File: src/rtl/regfile_sb.sv
// ---------------------------------------------------------------------------
// regfile_sb
//   Multi-read register file with write-through bypass and a per-register
//   pending-write scoreboard. It sits at the decode/write-back boundary.
//   - Decode reads operands and hazard flags combinationally.
//   - Issue reserves destination registers.
//   - Write-back commits data and releases the reservation.
//
// Parameters
//   DATA_W    register width
//   ADDR_W    address width, depth = 2**ADDR_W
//   ZERO_REG  1: register 0 reads 0, drops writes and is never busy
//
// Ports
//   clk, rst_n                 clock, async active-low reset
//   rd_addr{1,2}_i             read addresses
//   rd_data{1,2}_o             read data (combinational, bypassed)
//   rd_busy{1,2}_o             pending-write flag (combinational, bypassed)
//   wr_en_i/wr_addr_i/wr_data_i  write-back commit
//   rsv_en_i/rsv_addr_i        destination reservation request
//   rsv_ok_o                   reservation accepted this cycle
//   flush_i                    drop all reservations
//   pend_cnt_o                 registered count of busy registers
// ---------------------------------------------------------------------------

// Per-read-port mux: zero-register override, then write bypass, then the
// stored word.
module regfile_sb_rdport #(
  parameter int DATA_W   = 32,
  parameter int ADDR_W   = 5,
  parameter int ZERO_REG = 1
) (
  input  logic [ADDR_W-1:0] addr_i,
  input  logic [DATA_W-1:0] stored_data_i,
  input  logic              stored_busy_i,
  input  logic              wr_eff_i,
  input  logic [ADDR_W-1:0] wr_addr_i,
  input  logic [DATA_W-1:0] wr_data_i,
  output logic [DATA_W-1:0] data_o,
  output logic              busy_o
);
  always_comb begin
    data_o = stored_data_i;
    busy_o = stored_busy_i;
    if ((ZERO_REG != 0) && (addr_i == '0)) begin
      data_o = '0;
      busy_o = 1'b0;
    end else if (wr_eff_i && (wr_addr_i == addr_i)) begin
      // The committing write both supplies the data and retires the hazard.
      data_o = wr_data_i;
      busy_o = 1'b0;
    end
  end
endmodule

module regfile_sb #(
  parameter int DATA_W   = 32,
  parameter int ADDR_W   = 5,
  parameter int ZERO_REG = 1
) (
  input  logic              clk,
  input  logic              rst_n,
  input  logic [ADDR_W-1:0] rd_addr1_i,
  input  logic [ADDR_W-1:0] rd_addr2_i,
  output logic [DATA_W-1:0] rd_data1_o,
  output logic [DATA_W-1:0] rd_data2_o,
  output logic              rd_busy1_o,
  output logic              rd_busy2_o,
  input  logic              wr_en_i,
  input  logic [ADDR_W-1:0] wr_addr_i,
  input  logic [DATA_W-1:0] wr_data_i,
  input  logic              rsv_en_i,
  input  logic [ADDR_W-1:0] rsv_addr_i,
  output logic              rsv_ok_o,
  input  logic              flush_i,
  output logic [ADDR_W:0]   pend_cnt_o
);
  localparam int  DEPTH    = 1 << ADDR_W;
  localparam int  NUM_RD   = 2;
  localparam int  CNT_W    = ADDR_W + 1;
  localparam bit  HAS_ZERO = (ZERO_REG != 0);

  typedef struct packed {
    logic              en;
    logic [ADDR_W-1:0] addr;
    logic [DATA_W-1:0] data;
  } wr_req_t;

  logic [DATA_W-1:0] mem_q [DEPTH];
  logic [DEPTH-1:0]  busy_q, busy_d;
  logic [CNT_W-1:0]  pend_cnt_q, pend_cnt_d;

  wr_req_t wr;
  logic    rsv_zero;
  logic    rsv_set;
  logic    cnt_inc, cnt_dec;

  // Writes to a hardwired-zero register are dropped entirely, which also
  // keeps them out of the bypass path.
  always_comb begin
    wr.en   = wr_en_i & ~(HAS_ZERO & (wr_addr_i == '0));
    wr.addr = wr_addr_i;
    wr.data = wr_data_i;
  end

  assign rsv_zero = HAS_ZERO & (rsv_addr_i == '0);

  // A busy register is still grantable when its producer commits this cycle.
  assign rsv_ok_o = rsv_en_i &
                    (rsv_zero | ~busy_q[rsv_addr_i] |
                     (wr.en & (wr.addr == rsv_addr_i)));

  // Flush discards the grant's effect; register 0 never takes a busy bit.
  assign rsv_set = rsv_ok_o & ~flush_i & ~rsv_zero;

  // ---------------- read ports ----------------
  logic [NUM_RD-1:0][ADDR_W-1:0] rd_addr;
  logic [NUM_RD-1:0][DATA_W-1:0] rd_data;
  logic [NUM_RD-1:0]             rd_busy;

  assign rd_addr = {rd_addr2_i, rd_addr1_i};

  for (genvar g = 0; g < NUM_RD; g++) begin : g_rd
    regfile_sb_rdport #(
      .DATA_W  (DATA_W),
      .ADDR_W  (ADDR_W),
      .ZERO_REG(ZERO_REG)
    ) u_rd (
      .addr_i       (rd_addr[g]),
      .stored_data_i(mem_q[rd_addr[g]]),
      .stored_busy_i(busy_q[rd_addr[g]]),
      .wr_eff_i     (wr.en),
      .wr_addr_i    (wr.addr),
      .wr_data_i    (wr.data),
      .data_o       (rd_data[g]),
      .busy_o       (rd_busy[g])
    );
  end

  assign rd_data1_o = rd_data[0];
  assign rd_data2_o = rd_data[1];
  assign rd_busy1_o = rd_busy[0];
  assign rd_busy2_o = rd_busy[1];

  // ---------------- scoreboard next state ----------------
  // Reservation is applied after the write clear so that a same-address
  // write + grant leaves the bit set for the new producer.
  always_comb begin
    busy_d = busy_q;
    if (flush_i) begin
      busy_d = '0;
    end else begin
      if (wr.en)   busy_d[wr.addr]    = 1'b0;
      if (rsv_set) busy_d[rsv_addr_i] = 1'b1;
    end
  end

  // Incremental popcount: +1 for a 0->1 bit, -1 for a 1->0 bit. A write
  // that clears a bit being re-reserved is a net no-change.
  assign cnt_inc = rsv_set & ~busy_q[rsv_addr_i];
  assign cnt_dec = wr.en & busy_q[wr.addr] &
                   ~(rsv_set & (rsv_addr_i == wr.addr));

  always_comb begin
    pend_cnt_d = pend_cnt_q;
    if (flush_i) pend_cnt_d = '0;
    else         pend_cnt_d = pend_cnt_q + CNT_W'(cnt_inc) - CNT_W'(cnt_dec);
  end

  // ---------------- state ----------------
  always_ff @(posedge clk or negedge rst_n) begin
    if (!rst_n) begin
      busy_q     <= '0;
      pend_cnt_q <= '0;
    end else begin
      busy_q     <= busy_d;
      pend_cnt_q <= pend_cnt_d;
    end
  end

  always_ff @(posedge clk or negedge rst_n) begin
    if (!rst_n) begin
      for (int i = 0; i < DEPTH; i++) mem_q[i] <= '0;
    end else if (wr.en) begin
      mem_q[wr.addr] <= wr.data;
    end
  end

  assign pend_cnt_o = pend_cnt_q;

endmodule

File: config.mk
export PLATFORM = sky130hd
export DESIGN_NAME = regfile_sb
export DESIGN_NICKNAME = d
export VERILOG_FILES = /design/src/rtl/regfile_sb.sv
export SDC_FILE = /design/constraint.sdc
export NUM_CORES = 2
export LEC_CHECK = 0
export ABC_CLOCK_PERIOD_IN_PS = 4000
export CAP_MARGIN = 10
export CORE_ASPECT_RATIO = 1.2
export CORE_MARGIN = 5
export CORE_UTILIZATION = 45
export CTS_BUF_LIST = sky130_fd_sc_hd__clkbuf_8
export DETAILED_ROUTE_END_ITERATION = 12
export DONT_BUFFER_PORTS = 1
export MAX_ROUTING_LAYER = met4
export PLACE_DENSITY = 0.61
export SLEW_MARGIN = 20
export SYNTH_ARGS = -nofsm -noshare
export SYNTH_HDL_FRONTEND = slang
export SYNTH_HIERARCHICAL = 1
export SYNTH_SLANG_ARGS = --single-unit
File: constraint.sdc
create_clock -name clk -period 4 [get_ports clk]
set_input_delay 0.2 -clock clk [delete_from_list [all_inputs] [get_ports clk]]
set_output_delay 0.2 -clock clk [all_outputs]
set_load 0.02 [all_outputs]
Word-level counts from Yosys, hierarchy flattened --
Index checks and enable logic that the tools add are counted.
Cells by class: magnitude comparators 10, shifts and indexed selects 0, divide/modulo/power cells 0, bitwise gates (word level) 22, reductions and logical operators 9, mux-type cells 34, $add $sub $neg 2, multiply operators 0, equality and inequality tests 4
Operators with widths (number):
- bitwise mux 1024 bit | 1
- two-way mux 32 bit | 13
- binary-select mux 32 bit (select 5 bit) | 2
- demux 32 bit (select 5 bit) | 1
- bitwise AND 32 bit | 1
- NOT 32 bit | 1
- bitwise OR 32 bit | 1
- < comparator 5 x 6 -> 1 bit (second input constant) | 4
- binary-select mux 1 bit (select 5 bit) | 4
- == test 5 bit | 4
- logical NOT 5 bit | 4
- greater-or-equal comparator 6 bit (second input constant) | 3
- NOT 5 -> 6 bit | 3
- demux 1 bit (select 5 bit) | 2
- greater-or-equal comparator 5 x 1 -> 1 bit (second input constant) | 2
- two-way mux 1 bit | 10
- bitwise AND 1 bit | 9
- adder 6 x 1 -> 6 bit | 1
- < comparator 6 x 1 -> 1 bit (second input constant) | 1
- two-way mux 6 bit | 1
- subtractor 6 x 1 -> 6 bit | 1
- logical AND 1 bit | 5
- NOT 1 bit | 5
- bitwise OR 1 bit | 2
Storage, ports and cells: memory bits (writable) 0, output and inout port bits 73, memory bits (read-only) 0, bits of input ports 57, memories kept 0, latch bits 0, flip-flop bits (word level) 1062

Longest topological paths before layout --
depth after elaboration 13, depth in mapped cells 17, mapped depth without buffers 14

Modules after synthesis --
The synthesis kept the hierarchy.
By module, submodules not included:
- regfile_sb | area an instance 57187.3 um^2, cells each 3476, seq. area each 26575.5 um^2, instances 1
- regfile_sb_rdport | area an instance 778.2 um^2, cells each 126, seq. area each 0.0 um^2, instances 2

Least setup slack after synthesis --
No wires, ideal clock.
kind input -> register, start input port wr_addr_i[0], end register pend_cnt_q[5] (netlist: pend_cnt_o[5]), path slack 0.659 ns, arrival 3.217 ns, stages on the path 14, setup time 0.125 ns, path buffers 2, cells stage by stage buf_2 -> buf_2 -> mux4_2 -> mux4_2 -> mux2i_1 -> a211oi_1 -> ha_1 -> inv_1 -> ha_1 -> a21o_1 -> a21oi_1 -> o21bai_1 -> a21oi_1 -> mux2_2
Between the ends: word-level cells in the longest chain between the ends 13, elaborated cells on any way between the ends 20, those cells by class add/sub: 2; eq/ne: 2; mux: 3; bitwise: 12; reduce/logical: 1
RTL lines:
- from (decl) | RTL line 70 | input logic [ADDR_W-1:0] wr_addr_i,
- branches (longest 11 deep; another with adder 6 x 1 -> 6 bit)
- subtractor 6 x 1 -> 6 bit (*) | RTL line 167 | else pend_cnt_d = pend_cnt_q + CNT_W'(cnt_inc) - CNT_W'(cnt_dec);
- two-way mux 6 bit (*) | RTL line 166 | if (flush_i) pend_cnt_d = '0;
- net pend_cnt_d[5] | RTL line 91 | logic [CNT_W-1:0] pend_cnt_q, pend_cnt_d;
- to (signal assigned) | RTL line 177 | pend_cnt_q <= pend_cnt_d;
- to (decl) | RTL line 91
Mark *: on every way through the listed nets, which the timed path passes. The select of a mux whose other input is x is not followed. A chain may end at the register's enable or synchronous reset.

==> metrics.md <==
| Metric | Value |
|---|---|
| Maximum number of pins on one net before global-route repair | `267` |
| Power per Cell Area | `471 nW/um2` |
| Placeable Area | `130000 um2` |
| Post-synth net total | `3792` |
| EDFF count, synth | `0` |
| First-pass GRT wire length | `267000 um` |
| Slowest CP cell | `dlygate4sd3_1` |
| Crit Path Category | `input port to primary output` |
| Slew Viols, Final | `0` |
| DP HPWL | `91400 um` |
| Critical path required time | `3.80 ns` |
| Clk buf depth | `3` |
| I/O pin cnt | `130` |
| Commonest non-fill, non-tap cell in the layout | `dfrtp_1` |
| Net switching power | `0.00825 W` |
| Clock transition at path regs | `0.06 ns` |
| Commonest non-fill, non-tap cells in the layout | `dfrtp_1, mux2_2, mux4_2` |
| Fillers | `11.1k` |
| Synth top area share | `0.452` |
| Setup TNS | `0 ns` |
| Die W | `340 um` |
| Via density | `6.53` |
| YS warnings | `6` |
| RSZ-0062 raised after global routing | `no` |
| Hold WC Path Type | `input port to async pin` |
| TritonCTS clock tree | `yes` |
| Die area | `138000 um2` |
| Yosys reg bits | `1062` |
| CTS Buf Count | `179` |
| DR pass1 iterations | `5` |
| Clock Power Share | `0.323` |
| Overflow after GRT | `0` |
| Avg Cell Area, Syn | `15.8 um2` |
| Placement Cell Area | `59800 um2` |
| H-tree levels | `4` |
| Clk_skew | `0.0280 ns` |
| Vias in the first global route | `38.0k` |
| Aggregate global-route resource usage | `0.272` |
| Sequential Power Share | `0.466` |
| Final Instance Area | `64200 um2` |
| Clock sink count | `1062` |
| Switch share | `0.273` |
| Sequential fraction of the synthesis area | `0.452` |
| Synth Flop Type | `dfrtp_1` |
| Row count | `145` |
| Total vias in the final route | `35.4k` |
| Buffers & Inverters on Critical Path | `3` |
| Int Power | `0.0220 W` |
| Final worst path period share | `0.898` |
| Achievable Freq | `278 MHz` |
| Post-synth ARST share | `1.00` |
| Max cap viols | `0` |
| Status | `finished, final reports clean` |
| Syn Std Cell Area | `58700 um2` |
| Library cells used by synthesis | `52` |
| Synth-to-layout area growth | `9.27%` |
| Crit-path cells | `dlygate4sd3_1, or2_1, o41ai_2, inv_1, and4_4, and2_4, buf_4, o21ai_2` |
| Synthesized instance count | `3728` |
| Fin worst setup slack | `0.407 ns` |
| Synth top area cells | `dfrtp_1, mux4_2, mux2_2` |
| Hold Fails Final Rpt | `0` |
| Layout Nets | `3663` |
| Worst Setup End Kind | `primary output` |
| First DRT Iteration DRCs | `2898` |
| Share of cells above drive strength 1 | `0.580` |
| Combinational share of power | `0.211` |
| Number of remaining DRC errors | `0` |
| Root Buffer | `clkbuf_8` |
| Final ANT Viol Nets | `0` |
| Yosys top cell by area | `dfrtp_1` |
| Largest stage delay, worst path | `0.70 ns` |
| Die Y | `406 um` |
| Initial cell density of the core | `0.452` |
| Initial antenna violation count | `5` |
| Max rail drop VDD | `0.311 mV` |
| Leak Pwr | `27.2 nW` |
| RD Place Congestion | `0.816` |
| Slew @ Worst Pin | `1.15 ns` |
| Worst-Skew Late Latency | `0.88 ns` |
| CP delay by family, top | `buffers and inverters` |
| Min Tclk post-route | `3.59 ns` |
| I/O Buffers | `0` |
| Worst Setup Start Kind | `input port` |
| Wire per inst | `33.3 um` |
| Worst slew margin | `0.233` |
| Data arrival time of the worst path | `3.39 ns` |
| # setup viols final | `0` |
| CTS-repair resized insts | `0` |
| Final WL | `180000 um` |
| Crit Path Max Fanout | `24` |
| Pre-CTS setup slack | `0.679 ns` |
-- registers in the layout (all words and copies together), names as in the netlist --
name,flops
busy_q,32
mem_q,1024
pend_cnt_o,6
-- worst register-to-register path: stages, from the launching register on --
cell,delay [ns]
dfrtp_1,0.42
mux4_2,0.49
mux4_2,0.50
mux2i_1,0.15
a211oi_1,0.09
ha_1,0.32
inv_1,0.04
ha_1,0.20
fa_1,0.44
xnor2_1,0.17
nor2_1,0.05
dlygate4sd3_1,0.55
-- through the flow --
step	hold slack, ns	power, W	utilization	std cells
after detailed placement	-0.0702	0.0204	0.460	5030
after global routing	0.0468	0.0316	0.494	5424
final	0.0593	0.0302	0.494	5427
after global placement	-0.0695	0.0201	0.460	5028
after CTS	0.00263	0.0305	0.493	5411
after floorplan	-0.0956	0.0192	-	3728
-- cells by family after synthesis --
group | count (synthesis) | synth area share
adders and majority gates | 7 | 0.00162
xor gates and xnor gates | 19 | 0.00283
DFF | 1062 | 0.452
buffers and inverters | 456 | 0.0345
and+or+nand+nor | 295 | 0.0263
muxes | 1746 | 0.463
AOI/OAI and AO/OA | 143 | 0.0196
-- synth_stat cells, drive strengths merged, types with 2 or more instances --
| master | instances |
|---|---|
| nand2 | 93 |
| o221ai | 4 |
| mux4 | 670 |
| nor4b | 2 |
| nor2b | 10 |
| nand4 | 65 |
| or3b | 4 |
| mux2 | 1059 |
| nand3b | 4 |
| a21oi | 22 |
| buf | 201 |
| and2 | 3 |
| nand3 | 6 |
| nor4bb | 2 |
| nor4 | 5 |
| o21ai | 67 |
| inv | 15 |
| xor2 | 7 |
| dfrtp | 1062 |
| nand2b | 3 |
| mux2i | 17 |
| nand4b | 3 |
| a32o | 11 |
| and4 | 2 |
| nor3b | 21 |
| ha | 6 |
| nor3 | 11 |
| o22ai | 2 |
| clkbuf | 240 |
| xnor2 | 12 |
| nor2 | 58 |
| a21bo | 17 |
| a21o | 12 |
-- cell type report --
cell class	count	area, um2	area share
diodes	4	10.0	0.000156
clock buffers	225	3100	0.0482
clock inverters	90	450	0.00702
inverters	15	56.3	0.000877
multi-input cells	2210	30400	0.474
flip-flops and latches	1062	26600	0.414
well taps	1690	2110	0.0329
repair buffers	131	1470	0.0229
-- metal layers --
layer,vias to the layer above,share of wire,track usage
met2,1232,0.50,0.442
met1,19600,0.41,0.351
met5,-,0,-
met3,331,0.060,0.0473
li1,14300,-,-
met4,0,0.034,0.0893
-- power by group through the flow --
| stage | Sequential, W | Combinational, W | Clock (W) |
|---|---|---|---|
| 5_1_grt | 0.0144 | 0.00682 | 0.0105 |
| 2_1_floorplan | 0.0138 | 0.00544 | 0 |
| 3_3_place_gp | 0.0141 | 0.00603 | 0 |
| 4_1_cts | 0.0141 | 0.00642 | 0.0100 |
| 6_report | 0.0141 | 0.00639 | 0.00976 |
| 3_5_place_dp | 0.0143 | 0.00615 | 0 |
-- worst paths after layout --
kind	cells past startpoint	slack [ns]	end	from
hold reg to reg	0	0.39	mem_q[1011]	mem_q[1011]
min in group clk	6	0.10	pend_cnt_o[0]	rsv_en_i
setup reg to reg	11	0.47	pend_cnt_o[2]	busy_q[15]
hold / removal	2	0.06	mem_q[127]	rst_n
setup / recovery	8	0.41	rd_data1_o[2]	wr_addr_i[1]
max in group asynchronous	7	0.98	mem_q[781]	rst_n
-- what timing repair did --
action	4_1_cts	5_1_grt
hold buffers	66	9
hold endpoints to repair	1621	247
setup buffers	0	0
(Power assumes the default switching activity.)
